### src/rtl/shift_issue_stage_pkg.sv
// Shared definitions for the shift issue stage: shift-kind encodings, MIPS
// R-type opcode/funct constants, the buffered entry layout and the
// occupancy states of the 2-entry output buffer.
package shift_issue_stage_pkg;

  // Shift kind as presented to the shifter.
  typedef enum logic [1:0] {
    SHIFT_SLL  = 2'b00,
    SHIFT_SRL  = 2'b01,
    SHIFT_SRA  = 2'b10,
    SHIFT_RSVD = 2'b11
  } shift_op_e;

  localparam logic [5:0] OPC_RTYPE  = 6'b000000;

  localparam logic [5:0] FUNCT_SLL  = 6'b000000;
  localparam logic [5:0] FUNCT_SRL  = 6'b000010;
  localparam logic [5:0] FUNCT_SRA  = 6'b000011;
  localparam logic [5:0] FUNCT_SLLV = 6'b000100;
  localparam logic [5:0] FUNCT_SRLV = 6'b000110;
  localparam logic [5:0] FUNCT_SRAV = 6'b000111;

  // One buffered operation: value to shift, amount, kind, illegal flag.
  typedef struct packed {
    logic [31:0] rt;
    logic [4:0]  shamt;
    shift_op_e   op;
    logic        illegal;
  } shift_entry_t;

  localparam int ENTRY_W = 32 + 5 + 2 + 1;

  typedef enum logic [1:0] {
    OCC_EMPTY = 2'b00,
    OCC_ONE   = 2'b01,
    OCC_FULL  = 2'b10
  } occ_state_e;

endpackage

### src/rtl/shift_decode.sv
// Combinational decode of a MIPS R-type shift instruction into a buffer entry.
// Ports:
//   opcode_i    instr[31:26]
//   funct_i     instr[5:0]
//   shamt_imm_i instr[10:6] (immediate shift amount)
//   rs_shamt_i  rs[4:0]     (variable shift amount)
//   rt_val_i    value to shift
//   entry_o     decoded {rt, shamt, op, illegal}
module shift_decode
  import shift_issue_stage_pkg::*;
(
  input  logic [5:0]   opcode_i,
  input  logic [5:0]   funct_i,
  input  logic [4:0]   shamt_imm_i,
  input  logic [4:0]   rs_shamt_i,
  input  logic [31:0]  rt_val_i,
  output shift_entry_t entry_o
);

  always_comb begin
    // NOTE: every field gets a default before the case so no path leaves a
    // field unassigned, which would otherwise infer a latch.
    entry_o.rt      = rt_val_i;
    entry_o.shamt   = 5'd0;
    entry_o.op      = SHIFT_SLL;
    entry_o.illegal = 1'b1;

    if (opcode_i == OPC_RTYPE) begin
      case (funct_i)
        FUNCT_SLL:  begin entry_o.op = SHIFT_SLL; entry_o.shamt = shamt_imm_i; entry_o.illegal = 1'b0; end
        FUNCT_SRL:  begin entry_o.op = SHIFT_SRL; entry_o.shamt = shamt_imm_i; entry_o.illegal = 1'b0; end
        FUNCT_SRA:  begin entry_o.op = SHIFT_SRA; entry_o.shamt = shamt_imm_i; entry_o.illegal = 1'b0; end
        FUNCT_SLLV: begin entry_o.op = SHIFT_SLL; entry_o.shamt = rs_shamt_i;  entry_o.illegal = 1'b0; end
        FUNCT_SRLV: begin entry_o.op = SHIFT_SRL; entry_o.shamt = rs_shamt_i;  entry_o.illegal = 1'b0; end
        FUNCT_SRAV: begin entry_o.op = SHIFT_SRA; entry_o.shamt = rs_shamt_i;  entry_o.illegal = 1'b0; end
        default: ;
      endcase
    end
  end

endmodule

### src/rtl/shift_issue_stage.sv
// Registered issue stage feeding the sll/srl/sra shifters. Decodes an R-type
// shift, buffers {rt, shamt, op, illegal} in a 2-entry FIFO and counts
// completed output handshakes.
// Ports:
//   clk, rst_n             clock, async active-low reset
//   flush                  synchronous clear of buffered entries
//   in_valid/in_ready      upstream handshake (in_ready is registered)
//   in_instr/rs_val/rt_val instruction word and register operands
//   out_valid/out_ready    downstream handshake
//   out_rt/shamt/op/illegal head entry fields
//   issue_count            wrapping count of output handshakes
module shift_issue_stage
  import shift_issue_stage_pkg::*;
#(
  parameter int CNT_W = 16
) (
  input  logic             clk,
  input  logic             rst_n,
  input  logic             flush,
  input  logic             in_valid,
  output logic             in_ready,
  input  logic [31:0]      in_instr,
  input  logic [31:0]      in_rs_val,
  input  logic [31:0]      in_rt_val,
  output logic             out_valid,
  input  logic             out_ready,
  output logic [31:0]      out_rt,
  output logic [4:0]       out_shamt,
  output logic [1:0]       out_op,
  output logic             out_illegal,
  output logic [CNT_W-1:0] issue_count
);

  occ_state_e         state_q, state_d;
  logic [ENTRY_W-1:0] entry0_q;   // head
  logic [ENTRY_W-1:0] entry1_q;   // second-oldest, valid only when FULL
  logic [CNT_W-1:0]   issue_count_q;
  shift_entry_t       new_entry;
  shift_entry_t       head;
  logic               push, pop;

  // Only the low rs bits and the opcode/shamt/funct fields matter here.
  logic unused_bits;
  assign unused_bits = ^{in_instr[25:11], in_rs_val[31:5]};

  shift_decode u_decode (
    .opcode_i    (in_instr[31:26]),
    .funct_i     (in_instr[5:0]),
    .shamt_imm_i (in_instr[10:6]),
    .rs_shamt_i  (in_rs_val[4:0]),
    .rt_val_i    (in_rt_val),
    .entry_o     (new_entry)
  );

  // Both handshake qualifiers come from registered state only, so there is
  // no combinational path from out_ready to in_ready.
  assign in_ready  = (state_q != OCC_FULL);
  assign out_valid = (state_q != OCC_EMPTY);
  assign push      = in_valid && in_ready;
  assign pop       = out_valid && out_ready;

  always_comb begin
    state_d = state_q;
    if (flush) begin
      state_d = OCC_EMPTY;
    end else begin
      case (state_q)
        OCC_EMPTY: if (push) state_d = OCC_ONE;
        OCC_ONE: begin
          if (push && !pop)      state_d = OCC_FULL;
          else if (pop && !push) state_d = OCC_EMPTY;
        end
        OCC_FULL:  if (pop) state_d = OCC_ONE;
        default:   state_d = OCC_EMPTY;
      endcase
    end
  end

  // NOTE: state registers use non-blocking assignments so every flop samples
  // the pre-edge values of the others.
  always_ff @(posedge clk or negedge rst_n) begin
    if (!rst_n) state_q <= OCC_EMPTY;
    else        state_q <= state_d;
  end

  // NOTE: the two buffer entries are reset even though validity lives in
  // state_q, because the head is visible on the outputs and must read zero
  // out of reset.
  always_ff @(posedge clk or negedge rst_n) begin
    if (!rst_n) begin
      entry0_q <= '0;
      entry1_q <= '0;
    end else if (!flush) begin
      case (state_q)
        OCC_EMPTY: if (push) entry0_q <= new_entry;
        OCC_ONE: begin
          // push+pop replaces the head in place; push alone fills slot 1.
          if (push && pop) entry0_q <= new_entry;
          else if (push)   entry1_q <= new_entry;
        end
        OCC_FULL:  if (pop) entry0_q <= entry1_q;
        default: ;
      endcase
    end
  end

  // A pop in a flush cycle is a completed handshake and still counts.
  always_ff @(posedge clk or negedge rst_n) begin
    if (!rst_n)   issue_count_q <= '0;
    else if (pop) issue_count_q <= issue_count_q + {{(CNT_W-1){1'b0}}, 1'b1};
  end

  assign head        = shift_entry_t'(entry0_q);
  assign out_rt      = head.rt;
  assign out_shamt   = head.shamt;
  assign out_op      = head.op;
  assign out_illegal = head.illegal;
  assign issue_count = issue_count_q;

endmodule

### config.mk
export PLATFORM = sky130hd
export DESIGN_NAME = shift_issue_stage
export DESIGN_NICKNAME = d
export VERILOG_FILES = /design/src/rtl/shift_issue_stage_pkg.sv /design/src/rtl/shift_decode.sv /design/src/rtl/shift_issue_stage.sv
export SDC_FILE = /design/constraint.sdc
export NUM_CORES = 1
export LEC_CHECK = 0
export CORE_MARGIN = 2
export CORE_UTILIZATION = 40
export DETAILED_ROUTE_END_ITERATION = 12
export MAX_ROUTING_LAYER = met4
export PLACE_DENSITY = 0.84
export SLEW_MARGIN = 20
export SYNTH_ARGS = -nofsm -noshare
export SYNTH_HDL_FRONTEND = slang
export SYNTH_SLANG_ARGS = --single-unit
### constraint.sdc
create_clock -name clk -period 1.7 [get_ports clk]
set_input_delay 0.34 -clock clk [delete_from_list [all_inputs] [get_ports clk]]
set_output_delay 0.34 -clock clk [all_outputs]
set_load 0.01 [all_outputs]
==> impl_metrics.tcl <==
set metrics [dict create \
    outcome "finished, violations left" \
    violations "negative setup slack" \
    ys_types 37 \
    synth_common_cells "209 x nand2_1, 98 x dfrtp_1, 18 x mux2_1" \
    timing.rr.end "entry1_q[0]" \
    synth_xor_area_share_pct 3.002 \
    num-fill-cells 874 \
    die_area_mm2 0.01179 \
    p_int_mw 4.713 \
    grt_pass1_wl_um 18980 \
    p_switching_mw 1.794 \
    postSynthNetCount 563 \
    hp-class "in2async" \
    synth_compound_area_share_pct 4.803 \
    fin_ws_ns -0.08432 \
    cts.clk_slew.worst_paths_ns 0.09 \
    dp_cells 731 \
    tightest_slew_ns 0.4326 \
    place.detailed.hpwl_um 7791 \
    rsz0062_at_grt "yes" \
    root_buffer "clkbuf_8" \
    worstSetupEndpointType "flip-flop" \
    cts.htree.levels 3 \
    cts_made_buffers 9 \
    area_growth_syn_to_layout_pct 54.20 \
    ir_drop_mv 0.6207 \
    post-route-min-period_ns 1.784 \
    fmax_ghz 0.5604 \
    io_buffers 116 \
    yosysMostFrequentCell "nand2_1" \
    drtIter0Drc 124 \
    met2_usage_pct 35.49 \
    p_clk_share_pct 24.9 \
    num_rows 38 \
    wirelength_um 12170 \
    hold_viol_final 0 \
    core_mm2 0.01075 \
    grt_max_degree 42 \
    combPwrFrac_pct 28.5 \
    ys_warn_count 0 \
    syn_area_mm2 0.004377 \
    synthAdderAreaFrac_pct 0.2859 \
    worstRegToRegCells 5 \
    async_flop_share_pct 100.0 \
    multi_input_area_mm2 0.002041 \
    die_x_um 108.6 \
    max_cap_viol_count 0 \
    powerDensity_mw_per_mm2 964.1 \
    cts_tree "done" \
    drv_slew 0 \
    synth_area_per_cell_um2 9.494 \
    start_util_pct 40.73 \
    crit_required_ns 1.95 \
    fin_crit_sh_pct 105.0 \
    crit_path_max_fanout 5 \
    final_core_util_pct 62.81 \
    path_class "reg2reg" \
    synth_seq_cells 98 \
    ant_nets 0 \
    num_antenna_cells 0 \
    drive_gt1_share_pct 21.07 \
    fin_skew_ns 0.006329 \
    synth_flop_cell "dfrtp_1" \
    busiest_layer "met2" \
    power_frac_seq_pct 46.6 \
    slew_headroom_pct 71.16 \
    cts.sinks 98 \
    wl_per_cell_um 15.68 \
    layout.nets 734 \
    yosys-mux-area-fraction_pct 9.605 \
    drc 0 \
    leakage_nw 3.225 \
    arrival_ns 2.04 \
    grt_overflow_total 0 \
    gp_congestion 0.8395 \
    avgViaCountPerCell 5.013 \
    synth_top_area_cell "dfrtp_1" \
    seq_area_frac_synth_pct 56.03 \
    p_sw_share_pct 27.56 \
    synthTopCellsByArea "dfrtp_1 56%, nand2_1 18%, mux2_1 4.6%, mux2_2 3.6%, xnor2_1 2.2%" \
    synth_simple_gate_area_share_pct 23.99 \
    seqCellArea_mm2 0.002455 \
    antenna_found_initial 0 \
    r2r-start "state_q[1]" \
    grtUsageTotal_pct 21.63 \
    io_pins 159 \
    die_h_um 108.6 \
    synth_top_area_share_pct 56.03 \
    setup_viol 33 \
    drtPass1Iterations 5 \
    vias 3890 \
    met1_usage_pct 26.89 \
    met3_usage_pct 3.376 \
    critPathLaunchType "flip-flop" \
    clk_latency_ns 0.36 \
    synth_edf_count 0 \
    grt_pass1_vias 3896 \
    r2r_slack_ns -0.08 \
    clk_path_buf_depth 2 \
    fin_cells 776 \
    synth_top_family_by_area "simple AND/OR/NAND/NOR gates" \
    syn_inst 461 \
]
flip-flops by register name (all words and copies together), names as in the netlist:
signal and count:
entry0_q 40, entry1_q 40, issue_count 16, state_q 2
how the worst max path moves through the flow:
| stage | startpoint | to | slack [ns] |
|---|---|---|---|
| 6_report | state_q[1] | entry1_q[0] | -0.08 |
| 5_1_grt | state_q[1] | entry1_q[0] | -0.12 |
| 4_1_cts | state_q[0] | entry0_q[24] | -0.1 |
| 3_5_place_dp | in_valid | entry0_q[32] | -0.52 |
| 3_3_place_gp | in_valid | entry0_q[26] | -0.46 |
| 2_1_floorplan | state_q[1] | entry1_q[0] | -0.08 |
timing repair:
item / 4_1_cts / 5_1_grt
gates resized for setup: 50 / 25
cloned: 3 / 1
pin swaps: 5 / 6
hold buffers: 1 / 0
endpoints found under the hold margin: 27 / 0
buffers inserted: 17 / 10
setup endpoints to repair: 55 / 60
through the flow:
| step | setup slack (ns) | power, mW | TNS, ns | hold WS, ns | area [um2] |
|---|---|---|---|---|---|
| finish | -0.08432 | 6.507 | -0.8312 | 0.4602 | 6749 |
| global route | -0.1219 | 6.833 | -2.787 | 0.4872 | 6749 |
| CTS | -0.09581 | 6.445 | -1.197 | 0.4559 | 6586 |
| detailed placement | -0.5177 | 4.602 | -30.26 | 0.3045 | 5989 |
| global placement | -0.4550 | 4.526 | -26.26 | 0.3006 | 5989 |
| floorplan | -0.07624 | 3.671 | -0.2632 | 0.04441 | 4385 |
cell families (layout without fill, tap and decap cells):
group,Yosys count,count (layout)
simple gates,255,255
flops,98,98
mux,38,38
compound gates,29,29
buf+inv,25,200
xor+xnor,15,15
fa+ha+maj,1,1
power groups by stage:
stage,Sequential (mW),Clock (mW),Combinational [mW]
after detailed placement,3.10,0,1.50
after CTS,3.03,1.65,1.76
after floorplan,3.15,0,0.517
final,3.03,1.62,1.85
after global placement,3.08,0,1.45
after global routing,3.08,1.75,2.00
cells in the final DEF (no fill, tap or decap), types with 2 or more instances in the layout:
| cell | netlist | layout |
|---|---|---|
| mux2i_1 | 6 | 6 |
| nand2_1 | 209 | 207 |
| nor2b_4 | 0 | 2 |
| buf_16 | 0 | 2 |
| dfrtp_1 | 98 | 96 |
| clkbuf_8 | 0 | 9 |
| nor2_1 | 5 | 5 |
| nand2_4 | 0 | 2 |
| xnor2_1 | 11 | 11 |
| dlygate4sd2_1 | 0 | 2 |
| nand3_1 | 8 | 7 |
| xor2_1 | 4 | 4 |
| mux2_4 | 0 | 32 |
| o21a_1 | 9 | 9 |
| buf_4 | 0 | 45 |
| nor3_1 | 11 | 10 |
| a21oi_1 | 3 | 2 |
| clkinvlp_4 | 0 | 2 |
| nand2b_4 | 0 | 2 |
| o21ai_1 | 7 | 5 |
| o21ai_2 | 0 | 2 |
| o32a_1 | 7 | 7 |
| bufinv_16 | 0 | 2 |
| nand4_1 | 4 | 4 |
| nand3b_1 | 2 | 2 |
| clkdlybuf4s50_1 | 0 | 111 |
| dfrtp_2 | 0 | 2 |
| buf_2 | 5 | 2 |
| buf_12 | 0 | 9 |
| buf_6 | 0 | 9 |
per-layer routing:
metal,vias to the layer above,share of wire (%)
met5,-,0
li1,1846,-
met1,1887,43
met2,132,50
met4,0,2.0
met3,25,5.3
cell type report:
type	instances	share of cell area, %
clock inverters	5	1.187
well taps	140	2.595
repair buffers	183	27.60
clock buffers	10	1.891
inverters	2	0.1112
flip-flops and latches	98	36.37
multi-input cells	338	30.24
critical path, cell delays in order, from the launching register on:
cell	delay, ns
dfrtp_1	0.42
buf_6	0.14
nand2b_4	0.13
or3_4	0.37
or4_4	0.47
o21a_1	0.14
Power figures use the tool's default switching activity.
